<file path="src/rtl/sprite_palette_engine.sv">
// Multi-bank writable sprite palette: index -> RGB in two pipeline stages with
// frame-synchronous bank switching. Define PALETTE_FADE_EN to add the brightness fade.
module sprite_palette_engine #(
    parameter int IDX_W = 4,
    parameter int CH_W  = 4,
    parameter int BANKS = 4,
    parameter logic [3*CH_W-1:0] KEY_RGB = 12'h6DF
) (
    input  logic                     clk,
    input  logic                     rst_n,
    input  logic                     wr_en,
    input  logic [$clog2(BANKS)-1:0] wr_bank,
    input  logic [IDX_W-1:0]         wr_idx,
    input  logic [3*CH_W-1:0]        wr_rgb,
    input  logic                     bank_req,
    input  logic [$clog2(BANKS)-1:0] bank_req_sel,
    input  logic                     frame_start,
    input  logic                     pix_valid,
    input  logic [IDX_W-1:0]         pix_idx,
    input  logic                     fade_cmd,
    input  logic                     fade_dir,
    output logic                     out_valid,
    output logic [CH_W-1:0]          red,
    output logic [CH_W-1:0]          green,
    output logic [CH_W-1:0]          blue,
    output logic                     transparent,
    output logic [$clog2(BANKS)-1:0] active_bank,
    output logic                     fade_busy
);
    localparam int BW      = $clog2(BANKS);
    localparam int ENTRIES = 1 << IDX_W;
    localparam int RGB_W   = 3 * CH_W;

    logic [RGB_W-1:0] pal [BANKS][ENTRIES];
    logic [BW-1:0]    pending;
    logic [RGB_W-1:0] s1_rgb;
    logic             s1_key;
    logic [2:1]       vld_pipe;
    logic [CH_W-1:0]  r_nxt, g_nxt, b_nxt;

    // Reads see the pre-write contents because the write lands on the same edge.
    always_ff @(posedge clk or negedge rst_n) begin
        if (!rst_n) begin
            for (int b = 0; b < BANKS; b++)
                for (int e = 0; e < ENTRIES; e++)
                    pal[b][e] <= (e == 0) ? KEY_RGB : '1;
        end else if (wr_en) begin
            pal[wr_bank][wr_idx] <= wr_rgb;
        end
    end

    // A request arriving together with frame_start bypasses the pending register.
    always_ff @(posedge clk or negedge rst_n) begin
        if (!rst_n) begin
            pending     <= '0;
            active_bank <= '0;
        end else begin
            if (bank_req)
                pending <= bank_req_sel;
            if (frame_start)
                active_bank <= bank_req ? bank_req_sel : pending;
        end
    end

    always_ff @(posedge clk or negedge rst_n) begin
        if (!rst_n) begin
            s1_rgb      <= '0;
            s1_key      <= 1'b0;
            vld_pipe    <= '0;
            red         <= '0;
            green       <= '0;
            blue        <= '0;
            transparent <= 1'b0;
        end else begin
            vld_pipe <= {vld_pipe[1], pix_valid};
            if (pix_valid) begin
                s1_rgb <= pal[active_bank][pix_idx];
                s1_key <= (pix_idx == '0);
            end
            if (vld_pipe[1]) begin
                red         <= r_nxt;
                green       <= g_nxt;
                blue        <= b_nxt;
                transparent <= s1_key;
            end
        end
    end

    assign out_valid = vld_pipe[2];

`ifdef PALETTE_FADE_EN
    localparam logic [CH_W:0] FULL = {1'b1, {CH_W{1'b0}}};

    logic [CH_W:0] level, target, tgt_nxt;

    function automatic logic [CH_W-1:0] fade_ch(input logic [CH_W-1:0] c,
                                                input logic [CH_W:0] lv);
        logic [2*CH_W:0] p;
        p = {{(CH_W+1){1'b0}}, c} * {{CH_W{1'b0}}, lv};
        return p[2*CH_W-1:CH_W];
    endfunction

    always_comb begin
        tgt_nxt = target;
        if (fade_cmd)
            tgt_nxt = fade_dir ? '0 : FULL;
    end

    always_ff @(posedge clk or negedge rst_n) begin
        if (!rst_n) begin
            level  <= FULL;
            target <= FULL;
        end else begin
            target <= tgt_nxt;
            if (frame_start) begin
                if (level < tgt_nxt)
                    level <= level + 1'b1;
                else if (level > tgt_nxt)
                    level <= level - 1'b1;
            end
        end
    end

    assign fade_busy = (level != target);

    // The key entry bypasses the fade so the transparency colour stays exact.
    always_comb begin
        r_nxt = s1_rgb[RGB_W-1 -: CH_W];
        g_nxt = s1_rgb[2*CH_W-1 -: CH_W];
        b_nxt = s1_rgb[CH_W-1:0];
        if (!s1_key) begin
            r_nxt = fade_ch(s1_rgb[RGB_W-1 -: CH_W], level);
            g_nxt = fade_ch(s1_rgb[2*CH_W-1 -: CH_W], level);
            b_nxt = fade_ch(s1_rgb[CH_W-1:0], level);
        end
    end
`else
    logic unused_fade;
    assign unused_fade = fade_cmd ^ fade_dir;
    assign fade_busy   = 1'b0;

    always_comb begin
        r_nxt = s1_rgb[RGB_W-1 -: CH_W];
        g_nxt = s1_rgb[2*CH_W-1 -: CH_W];
        b_nxt = s1_rgb[CH_W-1:0];
    end
`endif

endmodule

</file>
<file path="config.mk">
export PLATFORM = sky130hd
export DESIGN_NAME = sprite_palette_engine
export DESIGN_NICKNAME = d
export VERILOG_FILES = /design/src/rtl/sprite_palette_engine.sv
export SDC_FILE = /design/constraint.sdc
export NUM_CORES = 1
export LEC_CHECK = 0
export BUFFER_PORTS_ARGS = -buffer_cell sky130_fd_sc_hd__buf_2
export CAP_MARGIN = 20
export CELL_PAD_IN_SITES_DETAIL_PLACEMENT = 1
export CELL_PAD_IN_SITES_GLOBAL_PLACEMENT = 2
export CORE_MARGIN = 2
export CORE_UTILIZATION = 35
export DETAILED_ROUTE_END_ITERATION = 10
export GPL_ROUTABILITY_DRIVEN = 0
export PLACE_DENSITY = 0.64
export SLEW_MARGIN = 30
export SYNTH_ARGS = -nofsm -noshare
export SYNTH_HDL_FRONTEND = slang
export SYNTH_SLANG_ARGS = --single-unit
</file>
<file path="constraint.sdc">
create_clock -name clk -period 2.3 [get_ports clk]
set_input_delay 0.46 -clock clk [delete_from_list [all_inputs] [get_ports clk]]
set_output_delay 0.46 -clock clk [all_outputs]
set_load 0.01 [all_outputs]
</file>
==> summary.md, run 1 <==
| Metric | Value |
|---|---|
| Std-Cell Core Area | `~0.11 mm2` |
| Initial antenna violation count | `8` |
| Syn Inst Count | `2,432` |
| Part of the cycle the worst path needs | `107%` |
| Syn Area/Cell | `around 15 um2` |
| Die area | `about 0.11 mm2` |
| Setup Skew | `21.6 ps` |
| Initial Util | `35.2%` |
| Synth async-reset ratio | `between 90% and 100%` |
| I/O pin count | `between 40 and 50` |
| Met2 GRT Util | `a little over a third` |
| P_int | `around 0.030 W` |
| Final TNS setup | `-1360 ps` |
| Worst slew pin tran | `between 800 and 900 ps` |
| Worst Reg-to-Reg Cells | `9` |
| Crit Path Category | `flip-flop to flip-flop` |
| Unrepaired setup endpoints after global routing | `true` |
| Vias in the first global route | `between 20,000 and 30,000` |
| Final Max Tran Viols | `0` |
| Synth warn | `0` |
| Clk pwr share | `37.0%` |
| Total global routing overflow | `0` |
| Period minus WS final | `~2500 ps` |
| Register area share after synthesis | `55.9%` |
| Net count after synthesis | `2,464` |
| Met3 Use GR | `~3.5%` |
| DP HPWL | `77,000 um` |
| Flop pwr share | `45.5%` |
| Worst r2r src | `active_bank[1]$_DFFE_PN0P_` |
| Worst-Skew Late Latency | `between 600 and 700 ps` |
| Starting DRC count in detailed routing | `between 1,000 and 1,500` |
| TritonCTS Buffers | `93` |
| Clock sinks | `800` |
| CP Max Fanout | `7` |
| Htree depth | `3` |
| Combinational power share | `about 18%` |
| Sw Share | `about a quarter` |
| Via count | `22,515` |
| Average wire per standard cell | `~28 um` |
| Setup-failing EPs final | `13` |
| Post-synth EDFFs | `0` |
| Switching pwr | `roughly 0.010 W` |
| Largest net degree at the start of global routing | `95` |
| Setup crit start | `active_bank[1]$_DFFE_PN0P_` |
| Routed Antenna Nets | `0` |
| Avg Vias per Cell | `5.38` |
| Top FF cell, synth | `dfstp_2` |
| Max VDD drop | `~0.6 mV` |
| Critical Path Sink | `s1_rgb[10]$_DFFE_PN0P_` |
| Clock slew at reported path FFs | `60 ps` |
| Leakage | `18.7 nW` |
| WP data arrival | `3000 ps` |
| Die Height | `about 330 um` |
| Synthesis-stage register bit count | `800` |
| CTS tree | `done` |
| DRC | `0` |
| Worst reg2reg path endpoint | `s1_rgb[10]$_DFFE_PN0P_` |
| Routed WL | `approximately 120,000 um` |
| Commonest non-fill, non-tap cell in the layout | `mux2_2` |
| Drt pass-1 iters | `5` |
| Fin nets | `2,731` |
| Violated checks | `setup timing` |
| Place WS | `-752 ps` |
| # rows | `between 100 and 150` |
| Most frequent cells in the layout | `823 x mux2_2, 756 x dfstp_2, 224 x buf_4` |
| Worst hold slack | `about 64 ps` |
| Final Hold Fails | `0` |
| CP required | `around 2800 ps` |
| Critical Path Source Type | `flip-flop` |
| Status | `complete, but fails checks` |
| Netlist Area Pre-Place | `about 0.037 mm2` |
| Fmax achieved | `around 0.4 GHz` |
| PwrDens | `a little under 900 mW/mm2` |
| Unique masters post-synth | `57` |
| Root buffer cell | `clkbuf_16` |
| Class of the worst hold path | `input pin to flip-flop` |
| Share of cells above drive strength 1 | `a little under nine tenths` |
| Reg2reg setup slack | `-170 ps` |
| Kind of end point of the critical path | `flip-flop` |
| Total track usage | `a little over a fifth` |
| GR Layer Usage met1 | `approximately 29%` |
| Number of max-cap violations | `0` |
| I/O Buffers | `between 40 and 50` |
| Area Growth Syn to Fin | `23.3%` |
| Most used routing layer | `met2` |
| Final instance area | `~0.046 mm2` |
| Placed cell areas | `0.0416 mm2` |
| Slew margin rel. | `40.7%` |
| Max Buffers Root-to-Sink | `3` |
| Floorplan die width | `between 300 and 400 um` |
| First-pass GRT wire length | `~170,000 um` |
| Final Worst Setup Slack | `-172 ps` |
==> cell usage after synthesis (2+ instances only) <==
cell type    n  area [um2]
mux2_2     823        9270
dfstp_2    756       19900
mux4_2     139        3130
clkbuf_1   135         507
mux2i_1     86         861
nand2_1     72         270
nor2_1      45         169
dfrtp_1     44        1100
buf_2       41         205
o22ai_1     31         194
buf_4       26         195
o221ai_1    20         175
o21ai_0     18        90.1
a21oi_1     16        80.1
a22oi_1     14         105
buf_1       13        48.8
buf_6       12         135
nand2b_1    12        75.1
nand3_1     11        55.1
a221oi_1    10        87.6
nor2b_1     10        62.6
nor3_1      10        50.1
a211oi_1     8        60.1
or2_2        8        50.1
o211ai_1     5        37.5
o32a_1       5        50.1
a211o_1      4        35.0
a31oi_1      4        25.0
and2_1       4        25.0
and3_1       4        25.0
mux4_1       4         105
nand4_1      4        25.0
clkinv_1     3        11.3
o311ai_0     3        26.3
or3b_2       3        26.3
a22o_1       2        17.5
inv_1        2        7.51
nand3b_1     2        15.0
nor3b_1      2        15.0
nor4_1       2        12.5
o21a_1       2        15.0
or3_1        2        12.5
==> layout make-up <==
cell class              instances  area (um2)
clock buffers                 148        2870
fillers                     10442       60400
flip-flops and latches        800       21000
multi-input cells            1398       16000
diodes                          4        10.0
inverters                       5        18.8
repair buffers                401        4420
well taps                    1403        1760
clock inverters                25         214
==> metrics by stage <==
stage                     std cells  util, %  power, W
after floorplan                2432        -    0.0220
after global placement         3940     39.0    0.0243
after detailed placement       3940     39.0    0.0247
after CTS                      4146     42.7    0.0403
after global routing           4180     43.4    0.0418
final                          4184     43.4    0.0401
==> critical path, stage by stage (launching register included) <==
cell      delay, ps
dfrtp_4         490
buf_12          160
buf_6           130
buf_6           110
mux4_2          450
a32o_2          280
a211oi_4        340
buf_4           180
a211o_1         100
a31oi_1          80
==> layer usage <==
layer	share of wire (%)	wire (um)	up-vias
met5	0.029	34	-
met4	3.4	3990	6
met3	4.3	5070	185
met2	48	57100	431
met1	44	51600	12349
li1	-	-	9544
==> power groups by stage <==
stage                     registers (W)  logic [W]  clock network (W)
final                            0.0182    0.00700             0.0148
after global routing             0.0185    0.00746             0.0158
after CTS                        0.0182    0.00674             0.0153
after detailed placement         0.0185    0.00623                  0
after global placement           0.0183    0.00602                  0
after floorplan                  0.0180    0.00396                  0
==> worst min path at each step <==
stage	startpoint	end	slack, ps	cells past startpoint
finish	bank_req_sel[1]	pending[1]$_DFF_PN0_	60	2
global route	bank_req_sel[1]	pending[1]$_DFF_PN0_	50	2
CTS	bank_req_sel[1]	pending[1]$_DFF_PN0_	30	2
detailed placement	rst_n	vld_pipe[2]$_DFF_PN0_	380	1
global placement	rst_n	vld_pipe[2]$_DFF_PN0_	360	1
floorplan	rst_n	active_bank[0]$_DFFE_PN0P_	160	0
==> flip-flops by register name, indices dropped and copies added (netlist names) <==
signal and count:
s1_rgb 12, vld_pipe 2, active_bank 2, blue 4, s1_key 1, red 4
green 4, pending 2, transparent 1, pal 768
==> cell families (layout without fill, tap and decap cells) <==
kind of cell | Yosys count | after routing | share of synthesized area, %
mux | 1053 | 1053 | 35.7
buf+inv | 234 | 579 | 3.05
simple gates | 193 | 193 | 2.42
compound gates | 151 | 151 | 2.88
other cells | 1 | 5 | 0.0100
flops | 800 | 800 | 55.9
==> what timing repair did <==
| action | in CTS | in global routing |
|---|---|---|
| setup endpoints to repair | 14 | 13 |
| hold buffers | 1 | 0 |
| setup buffers | 29 | 34 |
| cloned | 5 | 3 |
| hold endpoints to repair | 24 | 0 |
| pin swaps | 20 | 39 |
| resized for setup | 88 | 82 |
(Power assumes the default switching activity.)
==> inputs of run 2 (changes only) <==
--- a/config.mk
+++ b/config.mk
@@ -10,10 +10,10 @@
 export CELL_PAD_IN_SITES_DETAIL_PLACEMENT = 1
 export CELL_PAD_IN_SITES_GLOBAL_PLACEMENT = 2
 export CORE_MARGIN = 2
-export CORE_UTILIZATION = 35
+export CORE_UTILIZATION = 47
 export DETAILED_ROUTE_END_ITERATION = 10
 export GPL_ROUTABILITY_DRIVEN = 0
-export PLACE_DENSITY = 0.64
+export PLACE_DENSITY = 0.81
 export SLEW_MARGIN = 30
 export SYNTH_ARGS = -nofsm -noshare
 export SYNTH_HDL_FRONTEND = slang
==> run 2 against run 1 <==
Net effect: the run still ends with setup timing left; critical path depth fell by 1; clock-buffer cell count fell by 20; sequential share of layout area rose by 1.3 points; register-to-register slack improved by 30 ps; global-route usage rose by 6.3 points; die area fell by 25%; utilization rose by 14 points; setup slack improved by 33 ps; sequential power barely moved; critical path type unchanged; largest cell class unchanged; highest routed layer is now met4.
==> summary.md, run 2 (synthesized netlist as in run 1, its figures left out) <==
| Metric | Value |
|---|---|
| Inst Count DP | `3,594 (-8.8%)` |
| Fin nets | `2,699 (-1.2%)` |
| Final Worst Setup Slack | `-138 ps (+33.2 ps)` |
| Routed Antenna Nets | `0 (unchanged)` |
| Die area | `0.0820 mm2 (-25%)` |
| Via count | `22,694 (+0.80%)` |
| Slew margin rel. | `35.5% (-5.2 points)` |
| Setup Skew | `29.5 ps (+7.88 ps)` |
| Die Height | `286 um (-14%)` |
| I/O pin count | `49 (unchanged)` |
| Final instance area | `0.0450 mm2 (-2.7%)` |
| Drt pass-1 iters | `5 (unchanged)` |
| Crit Path Category | `flip-flop to flip-flop` |
| TritonCTS Buffers | `88 (-5.4%)` |
| Clock sinks | `800 (unchanged)` |
| P_int | `0.0296 W (-1.0%)` |
| Fmax achieved | `0.410 GHz (+1.4%)` |
| Class of the worst hold path | `input pin to async pin` |
| Flop pwr share | `46.2% (+0.7 points)` |
| Share of cells above drive strength 1 | `84.4% (-1.1 points)` |
| Placed cell areas | `0.0410 mm2 (-1.4%)` |
| Htree depth | `3 (unchanged)` |
| # rows | `103 (-14%)` |
| I/O Buffers | `45 (unchanged)` |
| Unrepaired setup endpoints after global routing | `true` |
| Reg2reg setup slack | `-140 ps (+30 ps)` |
| Avg Vias per Cell | `5.99 (+11%)` |
| Average wire per standard cell | `29.7 um (+5.5%)` |
| Part of the cycle the worst path needs | `106% (-1.4 points)` |
| Floorplan die width | `286 um (-14%)` |
| Initial Util | `47.4% (+12 points)` |
| Root buffer cell | `clkbuf_16` |
| Violated checks | `setup timing` |
| CP required | `2810 ps (-20 ps)` |
| Commonest non-fill, non-tap cell in the layout | `mux2_2` |
| Vias in the first global route | `25,274 (+0.93%)` |
| DP HPWL | `72,100 um (-6.4%)` |
| Critical Path Source Type | `flip-flop` |
| Final Max Tran Viols | `0 (unchanged)` |
| DRC | `0 (unchanged)` |
| Top reg by flops | `pal` |
| Fin cells | `3,787 (-9.5%)` |
| Clock slew at reported path FFs | `60 ps (about the same)` |
| Most frequent cells in the layout | `822 x mux2_2, 756 x dfstp_2, 232 x buf_4` |
| Total global routing overflow | `0 (unchanged)` |
| Worst-Skew Late Latency | `660 ps (about the same)` |
| Kind of end point of the critical path | `flip-flop` |
| Biggest regs | `pal x768, s1_rgb x12` |
| PwrDens | `882 mW/mm2 (+1.7%)` |
| CTS tree | `done` |
| Largest net degree at the start of global routing | `94 (-1.1%)` |
| Number of max-cap violations | `0 (unchanged)` |
| Period minus WS final | `2440 ps (-33.2 ps)` |
| Max VDD drop | `0.605 mV (+3.8%)` |
| Worst slew pin tran | `968 ps (+78.7 ps)` |
| Status | `complete, but fails checks` |
| Total track usage | `27.7% (+6.3 points)` |
| WP data arrival | `2950 ps (-50 ps)` |
| Combinational power share | `17.0% (-0.5 points)` |
| FILL cells | `7,173 (-31%)` |
| Final Hold Fails | `0 (unchanged)` |
| Setup-failing EPs final | `11 (-2)` |
| Switching pwr | `0.0101 W (-1.1%)` |
| Max reg flops | `768 (unchanged)` |
| First-pass GRT wire length | `168,000 um (-3.3%)` |
| Clk pwr share | `36.8% (-0.2 points)` |
| Area Growth Syn to Fin | `20.0%` |
| Initial antenna violation count | `4 (-4)` |
| Routed WL | `113,000 um (-4.5%)` |
| Leakage | `18.3 nW (-2.0%)` |
| CP Max Fanout | `7 (unchanged)` |
| Starting DRC count in detailed routing | `1,256 (+2.9%)` |
| Sw Share | `25.4% (about the same)` |
| Max Buffers Root-to-Sink | `3 (unchanged)` |
| Std-Cell Core Area | `0.0790 mm2 (-26%)` |
run 2: changes by cell type in the layout (fill, tap and decap cells not counted), sizes merged:
cell,previous run,this run
bufinv,3,10
bufbuf,3,2
buf,394,371
clkbuf,151,129
clkinv,21,19
diode,4,2
dlygate4sd3,1,0
run 2: layout make-up:
cell class	count	area (um2)	share of cell area (%)
inverter	5	18.8	0.0417
sequential	800	21000	46.6
antenna	2	5.00	0.0111
multi-input combinational	1398	15800	35.2
clock inverter	30	459	1.02
timing repair buffer	374	3850	8.57
tap	1050	1310	2.92
clock buffer	128	2510	5.59
run 2: worst max-delay path, cell delays in order, from the launching register on:
cell      delay, ps
dfrtp_4         510
buf_12          170
buf_12          130
buf_4           130
mux4_2          420
a32o_2          270
a211oi_4        370
a211o_1         180
a31oi_1         110
run 2: per-layer routing:
metal / routed length (um) / global-route usage (%)
met1: 48400 / 37.1
met2: 55100 / 46.1
met3: 4750 / 3.98
met4: 4260 / 10.0
met5: 0 / 0
run 2: power groups by stage:
stage	Clock (W)	Sequential, W	Combinational [W]
detailed placement	0	0.0184	0.00612
CTS	0.0149	0.0183	0.00652
floorplan	0	0.0180	0.00396
finish	0.0146	0.0183	0.00674
global route	0.0154	0.0185	0.00713
global placement	0	0.0182	0.00586
run 2: path summary, 6_finish.rpt:
| check | to | cells after the start | start |
|---|---|---|---|
| worst min-delay path | pal[390]$_DFFE_PN1P_ | 1 | rst_n |
| worst max register to register | s1_rgb[10]$_DFFE_PN0P_ | 8 | active_bank[1]$_DFFE_PN0P_ |
| worst max-delay path | s1_rgb[10]$_DFFE_PN0P_ | 8 | active_bank[1]$_DFFE_PN0P_ |
| min in group clk | pending[0]$_DFF_PN0_ | 2 | bank_req_sel[0] |
| max in group asynchronous | pal[355]$_DFFE_PN1P_ | 3 | rst_n |
| worst min register to register | red[0]$_DFFE_PN0P_ | 1 | red[0]$_DFFE_PN0P_ |
run 2: per-stage QoR:
stage,total power [W],util [%],worst slack (ps),setup TNS [ps],hold slack (ps)
6_report,0.0397,56.9,-138,-941,54.4
4_1_cts,0.0396,56.4,-134,-778,53.1
3_5_place_dp,0.0246,51.9,-325,-3540,492
2_1_floorplan,0.0220,-,196,0,164
5_1_grt,0.0411,56.9,-172,-1150,67.2
3_3_place_gp,0.0241,51.9,-263,-2930,482
run 2: repair_timing:
action | CTS | global route
gates resized for setup | 75 | 56
buffers inserted | 11 | 19
cloned | 5 | 1
hold buffers | 0 | 0
setup endpoints to repair | 13 | 13
pin swaps | 12 | 35
==> inputs of run 3 (changes only) <==
--- a/config.mk
+++ b/config.mk
@@ -13,6 +13,7 @@
 export CORE_UTILIZATION = 47
 export DETAILED_ROUTE_END_ITERATION = 10
 export GPL_ROUTABILITY_DRIVEN = 0
+export MAX_ROUTING_LAYER = met4
 export PLACE_DENSITY = 0.81
 export SLEW_MARGIN = 30
 export SYNTH_ARGS = -nofsm -noshare
==> run 3 against run 2 <==
Net effect: the run still ends with setup timing left; clock skew decreased by 1.1 ps; final area about the same; global-route usage increased by 0.86 points; critical path depth unchanged; sequential share of layout area about the same; non-clock buffer count decreased by 2; setup slack improved by 25 ps; register-to-register slack improved by 30 ps; utilization about the same; combinational power about the same; routed wire length increased by 0.26%; largest power group unchanged.
==> summary.md, run 3 (synthesized netlist as in run 1, its figures left out) <==
| Metric | Value |
|---|---|
| Status | `complete, but fails checks` |
| Violated checks | `setup timing` |
| Final Hold Fails | `0 (unchanged)` |
| CP peak stage delay | `510 ps (about the same)` |
| Routed Antenna Nets | `0 (unchanged)` |
| Clock slew at reported path FFs | `60 ps (about the same)` |
| P_int | `0.0296 W (about the same)` |
| CP required | `2820 ps (about the same)` |
| Leakage | `18.3 nW (about the same)` |
| Setup-failing EPs final | `9 (-2)` |
| Crit Path Category | `flip-flop to flip-flop` |
| Top reg by flops | `pal` |
| First-pass GRT wire length | `168,000 um (about the same)` |
| Worst slew pin tran | `954 ps (-14.1 ps)` |
| Average wire per standard cell | `29.8 um (+0.32%)` |
| Placed cell areas | `0.0410 mm2 (unchanged)` |
| Share of cells above drive strength 1 | `84.6% (+0.17 points)` |
| Via count | `22,679 (-0.066%)` |
| Part of the cycle the worst path needs | `105% (-1.1 points)` |
| Number of max-cap violations | `0 (unchanged)` |
| I/O Buffers | `45 (unchanged)` |
| Total global routing overflow | `0 (unchanged)` |
| I/O pin count | `49 (unchanged)` |
| Std-Cell Core Area | `0.0790 mm2 (unchanged)` |
| Hold-fix buffer count after cts | `0 (unchanged)` |
| Floorplan die width | `286 um (unchanged)` |
| Avg Vias per Cell | `5.99 (about the same)` |
| Final Worst Setup Slack | `-113 ps (+25.5 ps)` |
| Unrepaired setup endpoints after global routing | `true` |
| Total track usage | `28.5% (+0.86 points)` |
| DP HPWL | `72,100 um (unchanged)` |
| Flop pwr share | `46.1% (about the same)` |
| Critical Path Source Type | `flip-flop` |
| Clock sinks | `800 (unchanged)` |
| Worst path most repeated cell | `buf_12` |
| Fin cells | `3,785 (-0.053%)` |
| Initial antenna violation count | `3 (-1)` |
| Ordered list of cells on the worst path | `buf_12 > buf_12 > buf_4 > mux4_2 > a32o_2 > a211oi_4 > a211o_1 > a31oi_1` |
| Switching pwr | `0.0101 W (+0.45%)` |
| Sw Share | `25.5% (+0.076 points)` |
| Worst r2r src | `active_bank[1]$_DFFE_PN0P_` |
| Htree depth | `3 (unchanged)` |
| DRC | `0 (unchanged)` |
| Fmax achieved | `0.414 GHz (+1.1%)` |
| Period minus WS final | `2410 ps (-25.5 ps)` |
| Worst hold slack | `56.5 ps (+2.17 ps)` |
| Crit path max-delay cell type | `dfrtp_4` |
| # rows | `103 (unchanged)` |
| Biggest regs | `pal x768, s1_rgb x12` |
| Starting DRC count in detailed routing | `1,366 (+8.8%)` |
| Root buffer cell | `clkbuf_16` |
| Drt pass-1 iters | `4 (-1)` |
| Most frequent cells in the layout | `822 x mux2_2, 756 x dfstp_2, 230 x buf_4` |
| Final Max Tran Viols | `0 (unchanged)` |
| Buf+Inv Stages, Crit Path | `3 (unchanged)` |
| Max reg flops | `768 (unchanged)` |
| WP data arrival | `2930 ps (-20 ps)` |
| Initial Util | `47.4% (unchanged)` |
| Max VDD drop | `0.603 mV (-0.30%)` |
| Worst-Skew Late Latency | `660 ps (about the same)` |
| Area Growth Syn to Fin | `20.1% (about the same)` |
| Commonest non-fill, non-tap cell in the layout | `mux2_2` |
| Max Buffers Root-to-Sink | `3 (unchanged)` |
| Crit-path leading delay family | `compound AO/OA/AOI/OAI gates` |
| Fin nets | `2,697 (-0.074%)` |
| Die Height | `286 um (unchanged)` |
| TritonCTS Buffers | `88 (unchanged)` |
| Inst Count DP | `3,594 (unchanged)` |
| Setup Skew | `28.4 ps (-1.12 ps)` |
| Worst Reg-to-Reg Cells | `8 (unchanged)` |
| PwrDens | `883 mW/mm2 (about the same)` |
| Final instance area | `0.0450 mm2 (about the same)` |
| CP Max Fanout | `7 (unchanged)` |
| Vias in the first global route | `25,259 (-0.059%)` |
| Routed WL | `113,000 um (+0.26%)` |
| Combinational power share | `17.0% (about the same)` |
| Reg2reg setup slack | `-110 ps (+30 ps)` |
| Clk pwr share | `36.9% (about the same)` |
| Slew margin rel. | `36.4% (+0.94 points)` |
| Die area | `0.0820 mm2 (unchanged)` |
| CTS tree | `done` |
| Worst reg2reg path endpoint | `s1_rgb[10]$_DFFE_PN0P_` |
| Kind of end point of the critical path | `flip-flop` |
| Place WS | `-325 ps (unchanged)` |
| Largest net degree at the start of global routing | `94 (unchanged)` |
| Crit path depth | `8 (unchanged)` |
| Class of the worst hold path | `input pin to async pin` |
## run 3: cell types whose count changed in the layout (fill, tap and decap cells not counted), moves of 2 or more
cell	delta
o22ai_1	-4
buf_12	+2
buf_4	-2
o221ai_2	-2
o22ai_2	+4
## run 3: worst max path at each step
stage / startpoint / endpoint / slack (ps)
floorplan: active_bank[1]$_DFFE_PN0P_ / s1_rgb[11]$_DFFE_PN0P_ / 200
global placement: pix_idx[0] / s1_rgb[6]$_DFFE_PN0P_ / -260
CTS: active_bank[0]$_DFFE_PN0P_ / s1_rgb[1]$_DFFE_PN0P_ / -130
finish: active_bank[1]$_DFFE_PN0P_ / s1_rgb[10]$_DFFE_PN0P_ / -110
global route: active_bank[0]$_DFFE_PN0P_ / s1_rgb[1]$_DFFE_PN0P_ / -170
detailed placement: active_bank[0]$_DFFE_PN0P_ / s1_rgb[5]$_DFFE_PN0P_ / -330
## run 3: routing by layer
metal | share of wire, % | track usage, % | routed length [um]
met5 | 0 | - | 0
met2 | 49 | 46.4 | 55600
met3 | 4.1 | 3.81 | 4670
met4 | 3.5 | 9.75 | 3920
met1 | 43 | 37.0 | 48600
## run 3: area by class of cell
class	count	area, um2
Fill cell	7188	34000
Tap cell	1050	1310
Inverter	5	18.8
Antenna cell	2	5.00
Sequential cell	800	21000
Multi-Input combinational cell	1398	15900
Timing Repair Buffer	372	3850
Clock inverter	30	459
Clock buffer	128	2510
## run 3: power groups by stage
stage / Clock (W) / Combinational, W / Sequential [W]
finish: 0.0146 / 0.00676 / 0.0183
floorplan: 0 / 0.00396 / 0.0180
detailed placement: 0 / 0.00612 / 0.0184
global placement: 0 / 0.00586 / 0.0182
CTS: 0.0149 / 0.00652 / 0.0183
global route: 0.0154 / 0.00715 / 0.0185
## run 3: metrics by stage
step / total power [W] / utilization (%) / setup TNS [ps]
final: 0.0397 / 57.0 / -744
after global routing: 0.0411 / 57.0 / -1060
after CTS: 0.0396 / 56.4 / -778
after detailed placement: 0.0246 / 51.9 / -3540
after global placement: 0.0241 / 51.9 / -2930
after floorplan: 0.0220 / - / 0
## run 3: worst register-to-register path, cell delays in order (launching register included)
cell	delay (ps)
dfrtp_4	510
buf_12	170
buf_12	150
buf_4	130
mux4_2	420
a32o_2	270
a211oi_4	350
a211o_1	180
a31oi_1	110
## run 3: repair_timing
| item | CTS | global route |
|---|---|---|
| endpoints found under the setup margin | 13 | 13 |
| pin swaps | 12 | 35 |
| resized for setup | 75 | 64 |
| gates cloned | 5 | 1 |
| buffers inserted | 11 | 19 |
| endpoints found under the hold margin | 0 | 0 |
